--- config.mk ---
export PLATFORM = sky130hd
export DESIGN_NAME = risc_datapath_param
export DESIGN_NICKNAME = d
export VERILOG_FILES = /design/src/rtl/risc_pkg.sv /design/src/rtl/risc_datapath_param_seq_multiplier.sv /design/src/rtl/risc_datapath_param.sv
export SDC_FILE = /design/constraint.sdc
export NUM_CORES = 1
export LEC_CHECK = 0
export CAP_MARGIN = 20
export CORE_MARGIN = 3
export CORE_UTILIZATION = 63
export CTS_CLUSTER_SIZE = 30
export DETAILED_ROUTE_END_ITERATION = 12
export GPL_ROUTABILITY_DRIVEN = 1
export PLACE_DENSITY = 0.86
export SETUP_SLACK_MARGIN = 0.05
export SKIP_CTS_REPAIR_TIMING = 1
export SYNTH_ARGS = -nofsm -noshare
export SYNTH_HDL_FRONTEND = slang
export SYNTH_HIERARCHICAL = 1
export SYNTH_SLANG_ARGS = --single-unit
--- constraint.sdc ---
create_clock -name clk -period 6.42 [get_ports clk]
set_input_delay 0.963 -clock clk [delete_from_list [all_inputs] [get_ports clk]]
set_output_delay 0.963 -clock clk [all_outputs]
set_load 0.03 [all_outputs]
--- src/rtl/risc_pkg.sv ---
// rtl/risc_pkg.sv - shared opcodes, bus select codes and multiplier state type for risc_datapath_param
package risc_pkg;

    localparam int OPC_NOP = 0;
    localparam int OPC_ADD = 1;
    localparam int OPC_SUB = 2;
    localparam int OPC_AND = 3;
    localparam int OPC_NOT = 4;
    localparam int OPC_RD  = 5;
    localparam int OPC_WR  = 6;
    localparam int OPC_BR  = 7;
    localparam int OPC_BRZ = 8;
    localparam int OPC_MUL = 9;

    localparam int SEL2_ALU    = 0;
    localparam int SEL2_BUS1   = 1;
    localparam int SEL2_MEM    = 2;
    localparam int SEL2_MUL_LO = 3;
    localparam int SEL2_MUL_HI = 4;

    typedef enum logic [1:0] {
        MUL_IDLE = 2'd0,
        MUL_RUN  = 2'd1,
        MUL_DONE = 2'd2
    } mul_state_e;

endpackage

--- src/rtl/risc_datapath_param_seq_multiplier.sv ---
// rtl/risc_datapath_param_seq_multiplier.sv - unsigned shift-add multiplier, one step per cycle
module seq_multiplier
    import risc_pkg::*;
#(
    parameter int WIDTH = 8
) (
    input  logic             clk,
    input  logic             rst_n,
    input  logic             start_i,
    input  logic [WIDTH-1:0] a_i,
    input  logic [WIDTH-1:0] b_i,
    output logic [WIDTH-1:0] lo_o,
    output logic [WIDTH-1:0] hi_o,
    output logic             busy_o,
    output logic             done_o,
    output logic             mdflag_o
);

    localparam int CNT_W = $clog2(WIDTH + 1);
    localparam logic [CNT_W-1:0] LAST_STEP = CNT_W'(WIDTH - 1);

    mul_state_e       state_q;
    logic [WIDTH-1:0] a_q;
    logic [WIDTH-1:0] b_q;
    logic [WIDTH-1:0] hi_q;
    logic [WIDTH-1:0] lo_q;
    logic [CNT_W-1:0] cnt_q;
    logic             busy_q;
    logic             done_q;
    logic             mdflag_q;
    logic [WIDTH:0]   step_sum;

    // Partial-product add for the current multiplier bit; carry lands in bit WIDTH
    always_comb begin
        step_sum = {1'b0, hi_q};
        if (b_q[0]) begin
            step_sum = {1'b0, hi_q} + {1'b0, a_q};
        end
    end

    // Control FSM with operand/product registers; the product shifts right as bits are consumed
    always_ff @(posedge clk or negedge rst_n) begin
        if (!rst_n) begin
            state_q  <= MUL_IDLE;
            a_q      <= '0;
            b_q      <= '0;
            hi_q     <= '0;
            lo_q     <= '0;
            cnt_q    <= '0;
            busy_q   <= 1'b0;
            done_q   <= 1'b0;
            mdflag_q <= 1'b0;
        end else begin
            done_q <= 1'b0;
            case (state_q)
                MUL_IDLE: begin
                    if (start_i) begin
                        a_q      <= a_i;
                        b_q      <= b_i;
                        hi_q     <= '0;
                        lo_q     <= '0;
                        cnt_q    <= '0;
                        mdflag_q <= 1'b0;
                        busy_q   <= 1'b1;
                        state_q  <= MUL_RUN;
                    end
                end
                MUL_RUN: begin
                    hi_q  <= step_sum[WIDTH:1];
                    lo_q  <= {step_sum[0], lo_q[WIDTH-1:1]};
                    b_q   <= b_q >> 1;
                    cnt_q <= cnt_q + 1'b1;
                    if (cnt_q == LAST_STEP) begin
                        busy_q   <= 1'b0;
                        done_q   <= 1'b1;
                        mdflag_q <= 1'b1;
                        state_q  <= MUL_DONE;
                    end
                end
                MUL_DONE: begin
                    state_q <= MUL_IDLE;
                end
                default: begin
                    state_q <= MUL_IDLE;
                end
            endcase
        end
    end

    assign lo_o     = lo_q;
    assign hi_o     = hi_q;
    assign busy_o   = busy_q;
    assign done_o   = done_q;
    assign mdflag_o = mdflag_q;

endmodule

--- src/rtl/risc_datapath_param.sv ---
// rtl/risc_datapath_param.sv - RISC-SPM datapath with register file, ALU, flags and multiplier; RISC_SAT_ARITH_EN enables saturating ADD/SUB
module risc_datapath_param
    import risc_pkg::*;
#(
    parameter int WORD_SIZE = 8,
    parameter int OP_SIZE   = 4,
    parameter int NUM_REGS  = 4,
    parameter int SEL1_SIZE = $clog2(NUM_REGS + 1),
    parameter int SEL2_SIZE = 3
) (
    input  logic                 clk,
    input  logic                 rst,
    input  logic [WORD_SIZE-1:0] mem_word,
    input  logic [NUM_REGS-1:0]  load_reg,
    input  logic                 load_pc,
    input  logic                 inc_pc,
    input  logic                 load_ir,
    input  logic                 load_add_r,
    input  logic                 load_reg_y,
    input  logic                 load_flags,
    input  logic [SEL1_SIZE-1:0] sel_bus_1,
    input  logic [SEL2_SIZE-1:0] sel_bus_2,
    input  logic                 mul_start,
    output logic [WORD_SIZE-1:0] instruction,
    output logic [WORD_SIZE-1:0] address,
    output logic [WORD_SIZE-1:0] bus_1,
    output logic                 zflag,
    output logic                 nflag,
    output logic                 ovflag,
    output logic                 mdflag,
    output logic                 mul_busy,
    output logic                 mul_done
);

    localparam int MSB = WORD_SIZE - 1;

    logic [WORD_SIZE-1:0] r_q [NUM_REGS];
    logic [WORD_SIZE-1:0] pc_q;
    logic [WORD_SIZE-1:0] ir_q;
    logic [WORD_SIZE-1:0] add_r_q;
    logic [WORD_SIZE-1:0] y_q;
    logic                 z_q;
    logic                 n_q;
    logic                 v_q;

    logic [WORD_SIZE-1:0] bus_2;
    logic [WORD_SIZE-1:0] mul_lo;
    logic [WORD_SIZE-1:0] mul_hi;
    logic [OP_SIZE-1:0]   opcode;
    logic [WORD_SIZE-1:0] sum_w;
    logic [WORD_SIZE-1:0] diff_w;
    logic [WORD_SIZE-1:0] alu_raw;
    logic [WORD_SIZE-1:0] alu_out;
    logic                 alu_v;

    assign opcode = ir_q[WORD_SIZE-1 -: OP_SIZE];

    // Bus_1: general registers, then PC, everything else reads as zero
    always_comb begin
        bus_1 = '0;
        for (int i = 0; i < NUM_REGS; i++) begin
            if (sel_bus_1 == SEL1_SIZE'(i)) begin
                bus_1 = r_q[i];
            end
        end
        if (sel_bus_1 == SEL1_SIZE'(NUM_REGS)) begin
            bus_1 = pc_q;
        end
    end

    // Bus_2: write-back source for registers, PC, IR, address and Y
    always_comb begin
        bus_2 = '0;
        case (sel_bus_2)
            SEL2_SIZE'(SEL2_ALU):    bus_2 = alu_out;
            SEL2_SIZE'(SEL2_BUS1):   bus_2 = bus_1;
            SEL2_SIZE'(SEL2_MEM):    bus_2 = mem_word;
            SEL2_SIZE'(SEL2_MUL_LO): bus_2 = mul_lo;
            SEL2_SIZE'(SEL2_MUL_HI): bus_2 = mul_hi;
            default:                 bus_2 = '0;
        endcase
    end

    // ALU on A=Bus_1, B=Y with signed overflow detection for ADD and SUB
    always_comb begin
        sum_w   = bus_1 + y_q;
        diff_w  = bus_1 - y_q;
        alu_raw = bus_1;
        alu_v   = 1'b0;
        case (opcode)
            OP_SIZE'(OPC_ADD): begin
                alu_raw = sum_w;
                alu_v   = (bus_1[MSB] == y_q[MSB]) && (sum_w[MSB] != bus_1[MSB]);
            end
            OP_SIZE'(OPC_SUB): begin
                alu_raw = diff_w;
                alu_v   = (bus_1[MSB] != y_q[MSB]) && (diff_w[MSB] != bus_1[MSB]);
            end
            OP_SIZE'(OPC_AND): alu_raw = bus_1 & y_q;
            OP_SIZE'(OPC_NOT): alu_raw = ~bus_1;
            default:           alu_raw = bus_1;
        endcase
    end

    // Overflow direction follows the sign of A for both ADD and SUB
    always_comb begin
`ifdef RISC_SAT_ARITH_EN
        alu_out = alu_raw;
        if (alu_v) begin
            alu_out = bus_1[MSB] ? {1'b1, {MSB{1'b0}}} : {1'b0, {MSB{1'b1}}};
        end
`else
        alu_out = alu_raw;
`endif
    end

    // General register file; several enables may load the same Bus_2 value together
    always_ff @(posedge clk or negedge rst) begin
        if (!rst) begin
            for (int i = 0; i < NUM_REGS; i++) begin
                r_q[i] <= '0;
            end
        end else begin
            for (int i = 0; i < NUM_REGS; i++) begin
                if (load_reg[i]) begin
                    r_q[i] <= bus_2;
                end
            end
        end
    end

    // Program counter; an explicit load wins over increment
    always_ff @(posedge clk or negedge rst) begin
        if (!rst) begin
            pc_q <= '0;
        end else if (load_pc) begin
            pc_q <= bus_2;
        end else if (inc_pc) begin
            pc_q <= pc_q + 1'b1;
        end
    end

    // IR, address and Y operand registers
    always_ff @(posedge clk or negedge rst) begin
        if (!rst) begin
            ir_q    <= '0;
            add_r_q <= '0;
            y_q     <= '0;
        end else begin
            if (load_ir) begin
                ir_q <= bus_2;
            end
            if (load_add_r) begin
                add_r_q <= bus_2;
            end
            if (load_reg_y) begin
                y_q <= bus_2;
            end
        end
    end

    // Condition flags captured from the ALU only on request
    always_ff @(posedge clk or negedge rst) begin
        if (!rst) begin
            z_q <= 1'b0;
            n_q <= 1'b0;
            v_q <= 1'b0;
        end else if (load_flags) begin
            z_q <= (alu_out == '0);
            n_q <= alu_out[MSB];
            v_q <= alu_v;
        end
    end

    seq_multiplier #(
        .WIDTH (WORD_SIZE)
    ) u_mul (
        .clk      (clk),
        .rst_n    (rst),
        .start_i  (mul_start),
        .a_i      (bus_1),
        .b_i      (y_q),
        .lo_o     (mul_lo),
        .hi_o     (mul_hi),
        .busy_o   (mul_busy),
        .done_o   (mul_done),
        .mdflag_o (mdflag)
    );

    assign instruction = ir_q;
    assign address     = add_r_q;
    assign zflag       = z_q;
    assign nflag       = n_q;
    assign ovflag      = v_q;

endmodule
==> flow_summary.json <==
{
  "path_class": "in -> reg",
  "cp_slowest_stage_delay_ns": 1.00,
  "switchingPower_mw": 0.9756,
  "grt.total_usage_pct": 32.89,
  "io_pins": 57,
  "fmax_mhz": 183.9,
  "status": "finished, final reports clean",
  "power.share.combinational_pct": 39.1,
  "rsz0062_at_grt": "false",
  "final_cell_mix": "dfrtp_1, nor2_1, a21oi_1, nand2_1, clkdlybuf4s50_1",
  "cts_made_buffers": 9,
  "layout_commonest_cell": "dfrtp_1",
  "antenna_found_initial": 0,
  "r2r_cells": 12,
  "worst_slack_ns": 0.9808,
  "portBuffers": 56,
  "intPower_mw": 1.404,
  "switching_share_pct": 40.99,
  "cts_sinks": 108,
  "place_congestion": 0.9776,
  "grt_max_degree": 81,
  "cts_tree": "done",
  "worstPathMaxFanout": 17,
  "fill_cells": 715,
  "p_leak_nw": 3.117,
  "hpwl_um": 13340,
  "route.detailed.drc": 0,
  "drt_iter0_markers": 560,
  "die-area_um2": 11630,
  "cts_buffer_depth": 2,
  "vias": 5871,
  "ys_seq_elements": 108,
  "via_per_inst": 6.664,
  "nets": 799,
  "hold_path.class": "in -> async",
  "hold_violations": 0,
  "syn-cell-area_um2": 6534,
  "wl_um": 18540,
  "postSynthAreaPerCell_um2": 9.138,
  "synth-async-reset-ratio_pct": 100.0,
  "start_kind": "input pin",
  "drt_first_pass_iters": 5,
  "worst_clock_skew_ns": 0.01784,
  "cp_common_cell": "mux2i_1",
  "syn-instance-count": 715,
  "htreeDepth": 3,
  "tightestPinTransition_ns": 1.119,
  "final_util_pct": 73.96,
  "p_seq_share_pct": 41.9,
  "crit_chain": "clkdlybuf4s50_1, mux2i_1, o32ai_1, a31oi_1, inv_1, ha_1, o21ai_1, a21oi_1, or4_1, a21oi_2, mux2i_1, o41ai_2, a41oi_1",
  "instances_no_fill": 881,
  "grt_pass1_wl_um": 29500,
  "dp_cells": 865,
  "clk_pin_slew_worst_paths_ns": 0.11,
  "max_cap_violations": 0,
  "placed_cell_area_um2": 7109,
  "fin_crit_sh_pct": 84.72,
  "slowest_stage": "clkdlybuf4s50_1",
  "cp.arrival_ns": 5.63,
  "synth_edf_count": 0,
  "peakVddDrop_v": 0.0002648,
  "synth_cell_type_count": 81,
  "slew_headroom_pct": 24.61,
  "areaGrowthSynthToFinish_pct": 12.18,
  "clkPwrFrac_pct": 19.0,
  "pwr_density_cell_nw_per_um2": 324.7,
  "layout-drive-gt1-share_pct": 6.150,
  "start_util_pct": 65.93,
  "multi_input_area_um2": 3536,
  "cp-end-kind": "flip-flop",
  "syn_nets": 771,
  "tns_ns": 0,
  "die_x_um": 107.8,
  "clock_latency_ns": 0.38,
  "ys.flop_type": "dfrtp_1",
  "ant_nets": 0,
  "finalInstanceArea_um2": 7330,
  "report.final.slew_viol_count": 0,
  "register_area_um2": 2703,
  "setup_violations": 0,
  "antenna_cells": 0,
  "seq_area_frac_synth_pct": 41.36,
  "grt_overflow": 0,
  "ys_warn_count": 6,
  "grt_pass1_vias": 5565,
  "critical_path_required_ns": 6.61,
  "die_h_um": 107.8,
  "wl_per_cell_um": 21.05,
  "dp_worst_setup_slack_ns": 0.7934,
  "fin_crit_ns": 5.439,
  "rows": 36,
  "ctsRootBufferMaster": "clkbuf_8",
  "coreArea_um2": 9910
}
kinds of logic (layout without fill, tap and decap cells):
family	after synthesis	after routing	share of synthesized area, %
adders and majority gates	29	29	5.898
and+or+nand+nor	236	236	17.29
buffers and inverters	73	106	4.596
AOI/OAI and AO/OA	231	231	25.14
xor gates and xnor gates	12	12	1.609
DFF	108	108	41.36
muxes	26	26	4.098
power by group through the flow:
stage / Sequential (mW) / Clock (mW) / Combinational (mW)
after global placement: 0.996 / 0 / 0.883
after global routing: 1.02 / 0.479 / 1.02
after CTS: 0.991 / 0.456 / 0.918
after floorplan: 0.983 / 0 / 0.628
after detailed placement: 1.00 / 0 / 0.911
final: 0.998 / 0.451 / 0.931
metrics by stage:
stage	total power, mW	hold WS [ns]
finish	2.380	0.4878
global route	2.515	0.5091
CTS	2.365	0.4944
detailed placement	1.914	0.4724
global placement	1.880	0.4570
floorplan	1.611	0.4499
cell usage after synthesis, types with 11 or more instances:
cell      count  area share [%]
a21oi_1      74             5.7
a22o_1       12             1.6
a22oi_1      16             1.8
a31oi_1      13             1.2
buf_2        14             1.1
clkbuf_1     19             1.1
dfrtp_1     108              41
ha_1         26             5.0
inv_1        28             1.6
mux2i_1      23             3.5
nand2_1      55             3.2
nand2b_1     13             1.2
nand3_1      13             1.0
nor2_1       98             5.6
nor2b_1      11             1.1
o21ai_0      28             2.1
flip-flops by register name, summed over array words and instances, names as in the netlist, 2 cells and up:
name	flops
address	8
u_mul/a_q	8
u_mul/state_q	2
pc_q	8
r_q	32
u_mul/b_q	8
u_mul/cnt_q	4
u_mul/hi_o	8
u_mul/lo_o	8
instruction	8
y_q	8
worst paths after layout:
| path | slack [ns] | start | end |
|---|---|---|---|
| max | 0.98 | sel_bus_1[1] | r_q[23] |
| min | 0.49 | rst | ovflag |
| max reg2reg | 2.22 | pc_q[2] | r_q[23] |
| min reg2reg | 0.50 | u_mul/a_q[0] | u_mul/a_q[0] |
| max in group asynchronous | 4.61 | rst | u_mul/b_q[1] |
| min in group clk | 0.50 | u_mul/a_q[0] | u_mul/a_q[0] |
routing by layer:
metal,routed length [µm],vias to the layer above,track usage (%),part of all wire [%]
met5,0,-,0,0
met4,629,0,14.25,3.4
met3,1489,58,4.739,8.0
met2,8660,285,50.62,47
met1,7761,2855,46.56,42
li1,-,2673,-,-
critical path, delay by kind of cell:
kind	cells	cell delay [ns]
buffers and inverters	2	1.15
AOI/OAI and AO/OA	7	2.22
adders and majority gates	1	0.38
muxes	2	0.42
and+or+nand+nor	1	0.49
area by class of cell:
| class | instances | share of cell area [%] |
|---|---|---|
| timing repair buffer | 61 | 8.126 |
| sequential | 108 | 36.87 |
| tap | 133 | 2.270 |
| inverter | 29 | 1.485 |
| clock buffer | 10 | 1.878 |
| multi-input combinational | 534 | 48.24 |
| clock inverter | 6 | 1.127 |
(Power assumes the default switching activity.)
==> patch, RTL diff (same flow settings) <==
Change the parameter `NUM_REGS` from 4 to 2.
--- a/src/rtl/risc_datapath_param.sv
+++ b/src/rtl/risc_datapath_param.sv
@@ -4,7 +4,7 @@
 #(
     parameter int WORD_SIZE = 8,
     parameter int OP_SIZE   = 4,
-    parameter int NUM_REGS  = 4,
+    parameter int NUM_REGS  = 2,
     parameter int SEL1_SIZE = $clog2(NUM_REGS + 1),
     parameter int SEL2_SIZE = 3
 ) (
Ports: changed (resized load_reg and sel_bus_1); port bits go from 57 to 54. No check against the original RTL was run, so the function may have changed too.
==> patch against the unedited design <==
- global-route usage is 1.0 points lower
- final area is 13% lower
- synthesized area is 14% lower
- count of clock-buffer cells in the layout is 1 lower
- register-to-register slack worse by 80 ps
- power is 11% lower
- routed wire length is 16% lower
- worst setup slack worse by 140 ps
- sequential cell count is 16 lower
- first-iteration DRC count is 13% lower
- clock skew is 7.6 ps higher
- cell count is 15% lower
- largest power group is now combinational cells
==> patch: results (changes against the unedited design) <==
hpwl dp=11.18 mm (-16%); Compound-Gate Fraction of Synth Area=24.97% (-0.18 points); crit-path max cell delay=1140 ps (+140 ps); Slew headroom=4.725% (-20 points); register bit total from synthesis=92 (-15%); most frequent cells after synthesis=dfrtp_1, nor2_1, a21oi_1, nand2_1, ha_1; adder-cell share of the synthesized area=6.829% (+0.93 points); multi-input gate count=455 (-15%); number of flip-flops in the largest register=16 (-50%); clock buf count=9 (-1); dominant cells by area after synthesis=dfrtp_1, ha_1, a21oi_1; routed wl met3=1.288 mm (-13%); input/output buffers=53 (-5.4%); met1 WL=6.493 mm (-16%); CP startpoint=sel_bus_1[0]; sequential cell area fraction in the yosys report=40.80% (-0.57 points); GPL Wtd Cong=1.018 (+4.2%); register area=2302 µm² (-15%); nonclk buf count=57 (-6.6%); flop2flop setup slack=2140 ps (-80 ps); first-pass GRT wire length=25.11 mm (-15%); worst reg2reg endpoint=y_q[2]$_DFFE_PN0P_; gr usage total=31.85% (-1.0 points); final-layout fill cell count=606 (-15%); vias in the first global route=4,854 (-13%); dpl cell area=6166 µm² (-13%); drt initial violations=489 (-13%); unique cell type count in the Yosys netlist=78 (-3.7%); vias=4,958 (-16%); syn nets=659 (-15%); DR WL met2=7.144 mm (-18%); mux share of post-synthesis cell area=4.257% (+0.16 points); routing usage on met3=4.983% (+0.24 points); met1 usage=43.02% (-3.5 points); leakage power total=2.742 nW (-12%); result of the run=completed
## patch: cell count changes in the layout (fill, tap and decap cells not counted), sizes merged, moves of 4 or more
cell | before | now
a21oi | 75 | 71
a31oi | 15 | 8
a41oi | 8 | 0
dfrtp | 108 | 92
inv | 31 | 25
mux2i | 23 | 18
nand2 | 55 | 51
nand3 | 13 | 7
nor2 | 98 | 72
o22ai | 8 | 4
o2bb2ai | 3 | 8
o32ai | 4 | 0
## patch: through the flow
stage / worst slack, ps / total power [W] / instances / utilization [%]
after CTS: 1034 / 0.002103 / 748 / 75.11
after global placement: 847.1 / 0.001697 / 732 / 72.85
after global routing: 667.4 / 0.002238 / 748 / 75.11
final: 842.5 / 0.002120 / 748 / 75.11
after detailed placement: 722.1 / 0.001729 / 732 / 72.85
after floorplan: 2054 / 0.001453 / 606 / -
## patch: report_power, final
group	leakage [nW]	switching [W]	internal [W]
registers	1.16	0.000157	0.000714
clock network	0.0932	0.000226	0.000149
logic	1.49	0.000516	0.000359
